<file path="src/rtl/window_gen_3x3.sv">
// window_gen_3x3: turns a raster pixel stream into 3x3 neighbourhood windows.
// Two line buffers keep the previous two rows. A 3x3 shift register slides along
// the current row. A window is flagged valid only when it lies fully inside the frame.
module window_gen_3x3 #(
    parameter int DATA_W = 8,
    parameter int IMG_W  = 28,
    parameter int IMG_H  = 28
) (
    input  logic                clk,
    input  logic                rst,
    input  logic                in_valid,
    output logic                in_ready,
    input  logic [DATA_W-1:0]   in_pixel,
    output logic                out_valid,
    input  logic                out_ready,
    output logic [9*DATA_W-1:0] out_window,
    output logic [6:0]          out_row,
    output logic [6:0]          out_col,
    output logic                frame_done
);

    localparam int         CW       = (IMG_W > 1) ? $clog2(IMG_W) : 1;
    localparam logic [6:0] LAST_COL = 7'(IMG_W - 1);
    localparam logic [6:0] LAST_ROW = 7'(IMG_H - 1);

    logic [6:0]        row;
    logic [6:0]        col;
    logic [DATA_W-1:0] lb0 [IMG_W];
    logic [DATA_W-1:0] lb1 [IMG_W];
    logic [DATA_W-1:0] win [3][3];

    logic              accept;
    logic              win_ok;
    logic              last_px;
    logic [CW-1:0]     col_idx;
    logic [DATA_W-1:0] lb0_rd;
    logic [DATA_W-1:0] lb1_rd;

    // A pending window blocks new pixels. This keeps the window registers frozen
    // while downstream stalls.
    assign in_ready = !out_valid || out_ready;
    assign accept   = in_valid && in_ready;

    assign col_idx  = col[CW-1:0];
    assign lb0_rd   = lb0[col_idx];
    assign lb1_rd   = lb1[col_idx];

    // Windows touching the top two rows or left two columns would mix in
    // pixels from another row or frame.
    assign win_ok   = (row >= 7'd2) && (col >= 7'd2);
    assign last_px  = (row == LAST_ROW) && (col == LAST_COL);

    // Raster position of the next pixel to be accepted.
    always_ff @(posedge clk) begin
        if (rst) begin
            row <= '0;
            col <= '0;
        end else if (accept) begin
            if (col == LAST_COL) begin
                col <= '0;
                row <= (row == LAST_ROW) ? 7'd0 : row + 7'd1;
            end else begin
                col <= col + 7'd1;
            end
        end
    end

    // Line buffers shift one row down per column; contents are left unreset on purpose.
    always_ff @(posedge clk) begin
        if (accept && !rst) begin
            lb0[col_idx] <= lb1_rd;
            lb1[col_idx] <= in_pixel;
        end
    end

    // Slide the 3x3 window left and load the new right-hand column.
    always_ff @(posedge clk) begin
        if (rst) begin
            for (int r = 0; r < 3; r++) begin
                for (int c = 0; c < 3; c++) begin
                    win[r][c] <= '0;
                end
            end
        end else if (accept) begin
            for (int r = 0; r < 3; r++) begin
                win[r][0] <= win[r][1];
                win[r][1] <= win[r][2];
            end
            win[0][2] <= lb0_rd;
            win[1][2] <= lb1_rd;
            win[2][2] <= in_pixel;
        end
    end

    // Output handshake, window centre and end-of-frame pulse.
    always_ff @(posedge clk) begin
        if (rst) begin
            out_valid  <= 1'b0;
            out_row    <= '0;
            out_col    <= '0;
            frame_done <= 1'b0;
        end else begin
            frame_done <= accept && last_px;
            if (accept) begin
                out_valid <= win_ok;
                if (win_ok) begin
                    out_row <= row - 7'd1;
                    out_col <= col - 7'd1;
                end
            end else if (out_ready) begin
                out_valid <= 1'b0;
            end
        end
    end

    // Flatten the window so that element r*3+c sits at bits [(r*3+c)*DATA_W +: DATA_W].
    always_comb begin
        out_window = '0;
        for (int r = 0; r < 3; r++) begin
            for (int c = 0; c < 3; c++) begin
                out_window[(r*3+c)*DATA_W +: DATA_W] = win[r][c];
            end
        end
    end

endmodule

</file>
<file path="config.mk">
export PLATFORM = sky130hd
export DESIGN_NAME = window_gen_3x3
export DESIGN_NICKNAME = d
export VERILOG_FILES = /design/src/rtl/window_gen_3x3.sv
export SDC_FILE = /design/constraint.sdc
export NUM_CORES = 1
export LEC_CHECK = 0
export CAP_MARGIN = 15
export CORE_MARGIN = 1
export CORE_UTILIZATION = 35
export DETAILED_ROUTE_END_ITERATION = 16
export PLACE_DENSITY_LB_ADDON = 0.3
export SLEW_MARGIN = 5
export SYNTH_ARGS = -nofsm -noshare
export SYNTH_HDL_FRONTEND = slang
export SYNTH_SLANG_ARGS = --single-unit
</file>
<file path="constraint.sdc">
create_clock -name clk -period 3.7 [get_ports clk]
set_clock_uncertainty 0.1 [all_clocks]
set_input_delay 0.74 -clock clk [delete_from_list [all_inputs] [get_ports clk]]
set_output_delay 0.74 -clock clk [all_outputs]
set_load 0.1 [all_outputs]
</file>
==> results of run 1 <==
## area by class of cell
cell class	count	share of cell area, %
sequential	555	62.8
multi-input combinational	553	19.5
timing repair buffer	188	6.82
clock buffer	73	5.88
tap	782	3.76
clock inverter	33	1.04
inverter	10	0.144
## metrics by stage
step	util [%]	power [mW]	area (um^2)	setup WS [ns]	cells
after floorplan	-	7.93	21700	0.291	1184
after global placement	39.8	8.33	24200	0.427	2088
after detailed placement	39.8	8.34	24200	0.433	2088
after CTS	42.7	13.9	26000	0.644	2194
after global routing	42.7	14.2	26000	0.576	2194
final	42.7	13.7	26000	0.682	2194
## metal layers
metal	vias to the layer above	part of all wire (%)	track usage (%)	wire length (um)
met2	384	46	25.8	24000
met3	65	7.6	4.02	3970
met1	5977	45	23.8	23500
met4	0	1.8	3.75	939
met5	-	0	0	0
li1	5104	-	-	-
## final timing paths
check                                start              to  slack (ns)  depth (start not counted)
worst max register to register        flop       lb0[2][6]        0.71                          4
worst max-delay path            win[0][29]  out_window[45]        0.68                          1
worst min-delay path                row[6]          row[6]        0.41                          2
worst min register to register      row[6]          row[6]        0.41                          2
## sequential cells by signal, indices dropped and copies added (netlist names), named ones only
signal / count
col: 7
frame_done: 1
lb0: 224
lb1: 224
out_col: 7
out_row: 7
out_valid: 1
row: 7
win: 72
## synthesized netlist by cell type, types with 17 or more instances
master	n	area, um^2
clkbuf_1	30	113
a21oi_1	34	170
dfxtp_1	35	701
nand3_1	21	105
mux2i_1	74	741
and2_1	60	375
nand4_1	19	119
buf_2	27	135
edfxtp_1	520	15600
nor2_1	35	131
a22oi_1	19	143
mux4_2	79	1780
nand2_1	45	169
o21ai_0	17	85.1
## worst min-delay path, cell delays in order, from the launching register on
cell and delay [ns]:
dfxtp_1 0.34, o31ai_1 0.07, a21oi_1 0.06
## logic make-up (layout without fill, tap and decap cells)
group,count (synthesis),in the layout
AND/OR/NAND/NOR,239,239
AO/OA/AOI/OAI,132,132
adder cells (fa/ha/maj),8,8
flip-flops,555,555
multiplexers,159,159
XOR/XNOR,15,15
buffers and inverters,76,304
## where the power goes
part | internal (mW) | switching (mW)
combinational | 0.314 | 0.844
clock | 3.18 | 2.36
sequential | 6.99 | 0.0522
==> results.yml, run 1 <==
timing:
  relSlewSlack_pct: 31.7
  finalCritPeriodShare_pct: 81.6
  fin_tns_setup_ns: 0
  whs_ns: 0.408
  setup_viol: 0
  report.final.slew_viol_count: 0
  hold_viol: 0
  fin_crit_ns: 3.02
  fmax_mhz: 331
  rsz0062_at_grt: "no"
  tightest_slew_ns: 1.02
routing:
  drtAntennaViolNets: 0
  drt-total-wl_um: 52400
  drt-wirelength-per-cell_um: 23.9
  dr.pass1.iters: 5
  via_per_inst: 5.26
  drtIter0Drc: 1113
  drc: 0
  route.vias.total: 11500
cts:
  post_cts_resized: 0
  cts_buffer_depth: 3
  clk_latency_ns: 0.61
  htreeDepth: 2
  cts_inserted_buffers: 57
  cts_setup_buffers: 0
  hold_buffers: 0
  clk_pin_slew_ns: 0.06
  root_buffer: "clkbuf_16"
  cts_tree: "yes"
  cts_sinks: 555
worst_setup_path:
  cpPeakStageDelay_ns: 1.16
  cp-start-kind: "flop"
  cp_top_family: "buffers and inverters"
  worstPathMaxFanout: 2
  cp_cell_sequence: "clkdlybuf4s50_1"
  cpMaxStageDelayCell: "clkdlybuf4s50_1"
  crit_type: "flop to primary output"
  path_buf_inv: 1
  end_kind: "primary output"
  crit_arrival_ns: 2.18
  worstPathRequired_ns: 2.86
hold_path:
  min_path_type: "flop to flop"
synth:
  synth_nets: 1204
  async_flop_share_pct: 0
  seq_area_frac_synth_pct: 75.1
  synth.distinct_cells: 56
  synthFlopType: "edfxtp_1"
  synth_top_family_by_area: "multiplexers"
  syn_area_per_cell_um2: 18.3
  synth_compound_area_share_pct: 4.27
  syn_inst: 1184
  yosys.area_share.simple_pct: 5.94
  syn-cell-area_um2: 21700
  synth_warnings: 0
  ys_seq_elements: 555
  synth_edf_count: 520
  synthMuxAreaShare_pct: 11.9
  synth-xor-area-share_pct: 0.605
  synthAdderAreaFrac_pct: 0.461
final_layout:
  drive_above_1_share_pct: 20.5
  layout_commonest_cell: "edfxtp_1"
  regArea_um2: 16300
  final_cell_mix: "edfxtp_1 (520), clkdlybuf4s50_1 (99), buf_4 (80), mux4_2 (79), mux2i_1 (74)"
  nNetsFinal: 1385
  multi_input_area_um2: 5080
  area_delta_synth_final_pct: 19.7
  antennaDiodeCount: 0
  fillers: 5266
die:
  start_util_pct: 35.7
  rows: 90
  io_pins: 101
  die_h_um: 251
  core_area_um2: 60800
  fp.dieW_um: 251
  die_area_um2: 63000
place:
  gp_congestion: 0.838
  io_buffers: 100
  dp_hpwl_um: 34200
grt:
  first_global_vias: 11600
  antenna_found_initial: 1
  grt_pass1_wl_um: 77600
  grt_start_max_net_pins: 60
  overflow: 0
  track_usage_pct: 16.7
power:
  p_leak_nw: 8.33
  powerDensity_nw_per_um2: 529
  vdd_drop_max_mv: 0.312
status:
  outcome: "complete, no violations"
job:
  maxCapViolCount: 0
No activity file was read; power rests on OpenSTA's default activity.
==> run 2: changes to the inputs <==
Clock period 3.7 ns to 3.04 ns, I/O delays scaled along.
==> run 2 against run 1 <==
Net effect:
- routed wire length grew 2.1%
- critical path type is now flop to flop
- clock-buffer cell count grew 1
- combinational power grew 24%
- critical path depth grew 4
- highest routed layer unchanged
- die area is the same
- critical endpoint is now win[0][6]
==> results.yml, run 2 (same netlist as run 1, synthesis figures left out) <==
final_layout:
  layout_commonest_cell: "edfxtp_1"
  area_delta_synth_final_pct: 20.3
  fillers: 5333
  drive_above_1_share_pct: 27.6
  post-route-cell-area_um2: 26100
  final_cell_count_no_fill: 2212
  nNetsFinal: 1406
  final_cell_mix: "edfxtp_1 (520), buf_4 (173), mux4_2 (79), mux2i_1 (74), and2_1 (60)"
  reg_top3: "lb0 x224, lb1 x224, win x72"
  multi_input_area_um2: 5070
  regArea_um2: 16300
  utilization_pct: 43.0
worst_setup_path:
  end_kind: "flop"
  cp-start-kind: "flop"
  crit_type: "flop to flop"
  crit_arrival_ns: 3.12
  worstPathRequired_ns: 3.38
  r2r_setup_slack_ns: 0.27
  worstPathMaxFanout: 16
timing:
  report.final.slew_viol_count: 0
  rsz0062_at_grt: "no"
  worst_slack_ns: 0.266
  whs_ns: 0.413
  setup_viol: 0
  fin_crit_ns: 2.77
  hold_viol: 0
  fmax_mhz: 360
  finalCritPeriodShare_pct: 91.3
  tightest_slew_ns: 1.06
  fin_tns_setup_ns: 0
  relSlewSlack_pct: 29.3
cts:
  cts_sinks: 555
  htreeDepth: 2
  cts_tree: "yes"
  root_buffer: "clkbuf_16"
  cts_setup_buffers: 0
  cts_buffer_depth: 3
  clk_latency_ns: 0.61
  cts_inserted_buffers: 55
  hold_buffers: 0
  clk_pin_slew_ns: 0.06
  post_cts_resized: 0
grt:
  track_usage_pct: 17.2
  grt.busiest_layer: "met2"
  antenna_found_initial: 2
  grt_util_met2_pct: 27.5
  grt_pass1_wl_um: 79300
  first_global_vias: 11700
  grt_start_max_net_pins: 60
  grt_util_met3_pct: 2.73
  grt_use_met1_pct: 24.4
  overflow: 0
place:
  io_buffers: 100
  gp_congestion: 0.869
  place_ws_ns: 0.0616
  dp_hpwl_um: 36200
  post_dp_cell_area_um2: 24400
  dp_cells: 2111
power:
  vdd_drop_max_mv: 0.429
  p_total_mw: 16.7
  powerDensity_nw_per_um2: 639
  p_leak_nw: 8.63
die:
  die_h_um: 251
  core_area_um2: 60800
  fp.dieW_um: 251
  io_pins: 101
  die_area_um2: 63000
  start_util_pct: 35.7
  rows: 90
routing:
  dr.pass1.iters: 5
  drt-total-wl_um: 53400
  drt-wirelength-per-cell_um: 24.2
  route.vias.total: 11600
  drtAntennaViolNets: 0
  drtIter0Drc: 1068
  drc: 0
  via_per_inst: 5.24
hold_path:
  min_path_type: "flop to flop"
job:
  maxCapViolCount: 0
status:
  outcome: "complete, no violations"
## run 2: cell types whose count changed in the layout (fill, tap and decap cells not counted), moves of 3 or more
cell             change
buf_12              +18
nor2_1               +3
buf_4               +93
clkbuf_1             +3
clkdlybuf4s50_1     -88
clkinv_1             -6
nor2_2               -3
## run 2: per-layer routing
layer  up-vias  routed length [um]
li1       5147                   -
met2       371               25500
met1      5992               23800
met5         -                   0
met3        76                3080
met4         0                1080
## run 2: power by group
| group | switching (mW) | total (mW) | internal (mW) |
|---|---|---|---|
| clock | 2.81 | 6.67 | 3.85 |
| combinational | 1.04 | 1.44 | 0.401 |
| sequential | 0.0707 | 8.58 | 8.51 |
| total | 3.92 | 16.7 | 12.8 |
## run 2: path summary, 6_finish.rpt
kind         cells after the start         to   start
max                              5  win[0][6]    flop
max reg2reg                      5  win[0][6]    flop
min reg2reg                      2     row[6]  row[6]
min                              2     row[6]  row[6]
## run 2: final cells by class
| class | count | share of cell area (%) |
|---|---|---|
| antenna | 1 | 0.00958 |
| clock buffer | 74 | 5.70 |
| clock inverter | 26 | 1.03 |
| inverter | 10 | 0.144 |
| multi-input combinational | 553 | 19.4 |
| sequential | 555 | 62.5 |
| tap | 782 | 3.75 |
| timing repair buffer | 211 | 7.46 |
## run 2: worst max-delay path, stage by stage (launching register included)
cell     delay (ns)
dfxtp_1        0.62
inv_1          0.53
nor4_1         0.73
buf_4          0.27
a32oi_1        0.13
o21ai_0        0.22
==> run 3: changes to the inputs <==
--- a/config.mk
+++ b/config.mk
@@ -10,5 +10,5 @@
 export CORE_UTILIZATION = 35
 export DETAILED_ROUTE_END_ITERATION = 16
-export PLACE_DENSITY_LB_ADDON = 0.3
+export HOLD_SLACK_MARGIN = 0.12
 export SLEW_MARGIN = 5
 export SYNTH_ARGS = -nofsm -noshare
==> constraint.sdc (replaced) <==
create_clock -name clk -period 3.04 [get_ports clk]
set_clock_uncertainty 0.1 [all_clocks]
set_input_delay 0.76 -clock clk [delete_from_list [all_inputs] [get_ports clk]]
set_output_delay 0.76 -clock clk [all_outputs]
set_load 0.1 [all_outputs]
==> run 3 against run 2 <==
Net effect:
- global-route usage fell by 0.48 points
- clock-buffer cell count shrank 2
- core utilization decreased by 0.14 points
- largest power group unchanged
- setup slack gained 0.031 ns
- clock power fell by 2%
- first-iteration DRC count is 15% higher
- combinational power barely moved
- non-clock buffer count shrank 9
- routed wire length decreased by 2.0%
==> results.yml, run 3 (same netlist as run 1, synthesis figures left out) <==
status:
  outcome: "complete, no violations"
worst_setup_path:
  end_kind: "primary output"
  cp_top_family: "buffers and inverters"
  worstPathMaxFanout: 7
  crit_type: "input pin to primary output"
  cp_cell_sequence: "clkdlybuf4s50_1 > nor2b_1 > buf_4 > inv_1 > buf_12"
  worstSetupPathDepth: 5
  worstPathRequired_ns: 2.18
  worst-r2r-cell-count: 6
  cpPeakStageDelay_ns: 0.46
  crit_arrival_ns: 1.88
  path_buf_inv: 4
  cp-start-kind: "input pin"
  r2r_setup_slack_ns: 0.34
  cpMaxStageDelayCell: "clkdlybuf4s50_1"
  r2r_end: "lb0[18][4]"
routing:
  drc: 0
  drt-wirelength-per-cell_um: 23.8
  route.vias.total: 11600
  drtIter0Drc: 1230
  drtAntennaViolNets: 0
  dr.pass1.iters: 5
  via_per_inst: 5.26
  drt-total-wl_um: 52400
cts:
  cts_sinks: 555
  clk_pin_slew_ns: 0.06
  cts_tree: "yes"
  cts_buffer_depth: 3
  cts_setup_buffers: 0
  cts_inserted_buffers: 55
  post_cts_resized: 0
  hold_buffers: 0
  root_buffer: "clkbuf_16"
  clk_latency_ns: 0.60
  htreeDepth: 2
final_layout:
  area_delta_synth_final_pct: 19.9
  fillers: 5274
  final_cell_mix: "edfxtp_1 (520), buf_4 (162), mux4_2 (79), mux2i_1 (74), and2_1 (60)"
  nNetsFinal: 1397
  layout_commonest_cell: "edfxtp_1"
  post-route-cell-area_um2: 26000
  antennaDiodeCount: 0
  final_cell_count_no_fill: 2198
  reg_top3: "lb0 x224, lb1 x224, win x72"
  drive_above_1_share_pct: 27.0
die:
  die_area_um2: 63000
  start_util_pct: 35.7
  rows: 90
  io_pins: 101
  fp.dieW_um: 251
  die_h_um: 251
  core_area_um2: 60800
grt:
  overflow: 0
  grt_pass1_wl_um: 77100
  first_global_vias: 11600
  antenna_found_initial: 1
  track_usage_pct: 16.7
  grt_start_max_net_pins: 40
timing:
  fmax_mhz: 365
  relSlewSlack_pct: 50.0
  fin_tns_setup_ns: 0
  rsz0062_at_grt: "no"
  hold_viol: 0
  report.final.slew_viol_count: 0
  tightest_slew_ns: 0.749
  setup_viol: 0
  fin_crit_ns: 2.74
  finalCritPeriodShare_pct: 90.2
  whs_ns: 0.420
hold_path:
  hold_end: "row[6]"
  worstHoldStart: "row[6]"
  min_path_cells: 2
  min_path_type: "flop to flop"
place:
  io_buffers: 100
  post_dp_cell_area_um2: 24300
  gp_congestion: 0.863
  dp_cells: 2102
  dp_hpwl_um: 34900
job:
  maxCapViolCount: 0
power:
  p_leak_nw: 8.58
  vdd_drop_max_mv: 0.331
  powerDensity_nw_per_um2: 635
==> run 3: cell types whose count changed in the layout (fill, tap and decap cells not counted), moves of 2 or more <==
cell | previous run | this run
clkbuf_1 | 16 | 12
clkbuf_16 | 56 | 59
bufinv_16 | 5 | 3
buf_12 | 27 | 29
inv_6 | 2 | 0
clkinvlp_4 | 0 | 2
nor2_2 | 3 | 0
clkinv_2 | 10 | 12
nor2_1 | 32 | 35
buf_4 | 173 | 162
==> run 3: worst reg2reg max path: cells and delay by family, from the launching register on <==
kind / cells / cell delay, ns
buffers and inverters: 3 / 0.80
DFF: 1 / 0.55
muxes: 1 / 0.55
AOI/OAI and AO/OA: 2 / 0.41
==> run 3: layout make-up <==
type	instances	area (um^2)	share of cell area (%)
multi-input cells	553	5060	19.4
well taps	782	978	3.76
repair buffers	202	1910	7.32
inverters	10	37.5	0.144
flip-flops and latches	555	16300	62.7
clock buffers	72	1540	5.90
clock inverters	24	191	0.735
==> run 3: how the worst max path moves through the flow <==
stage                   start    endpoint  slack, ns
floorplan           out_valid   win[0][0]      0.001
global placement    out_ready  lb1[23][6]      -0.15
detailed placement   in_valid   lb0[3][2]      -0.20
CTS                 out_ready    in_ready       0.30
global route         in_valid   lb1[3][0]       0.21
finish              out_ready    in_ready       0.30
==> run 3: layer usage <==
layer | wire [um] | part of all wire (%) | up-vias | GRT usage, %
li1 | - | - | 5127 | -
met3 | 3690 | 7.0 | 81 | 3.47
met4 | 1260 | 2.4 | 0 | 4.79
met2 | 24000 | 46 | 421 | 25.5
met1 | 23500 | 45 | 5926 | 24.1
met5 | 0 | 0 | - | 0
==> run 3: power breakdown <==
part | switching, mW | internal, mW | leakage [nW]
clock network | 2.75 | 3.78 | 0.849
registers | 0.0666 | 8.51 | 5.11
logic | 1.04 | 0.389 | 2.62
total | 3.86 | 12.7 | 8.58
==> run 3: metrics by stage <==
| stage | worst slack (ns) | total power, mW | utilization (%) |
|---|---|---|---|
| 6_report | 0.297 | 16.5 | 42.8 |
| 4_1_cts | 0.303 | 16.7 | 42.8 |
| 3_3_place_gp | -0.150 | 10.2 | 40.0 |
| 5_1_grt | 0.207 | 17.0 | 42.8 |
| 2_1_floorplan | 0.00143 | 9.65 | - |
| 3_5_place_dp | -0.200 | 10.2 | 40.0 |
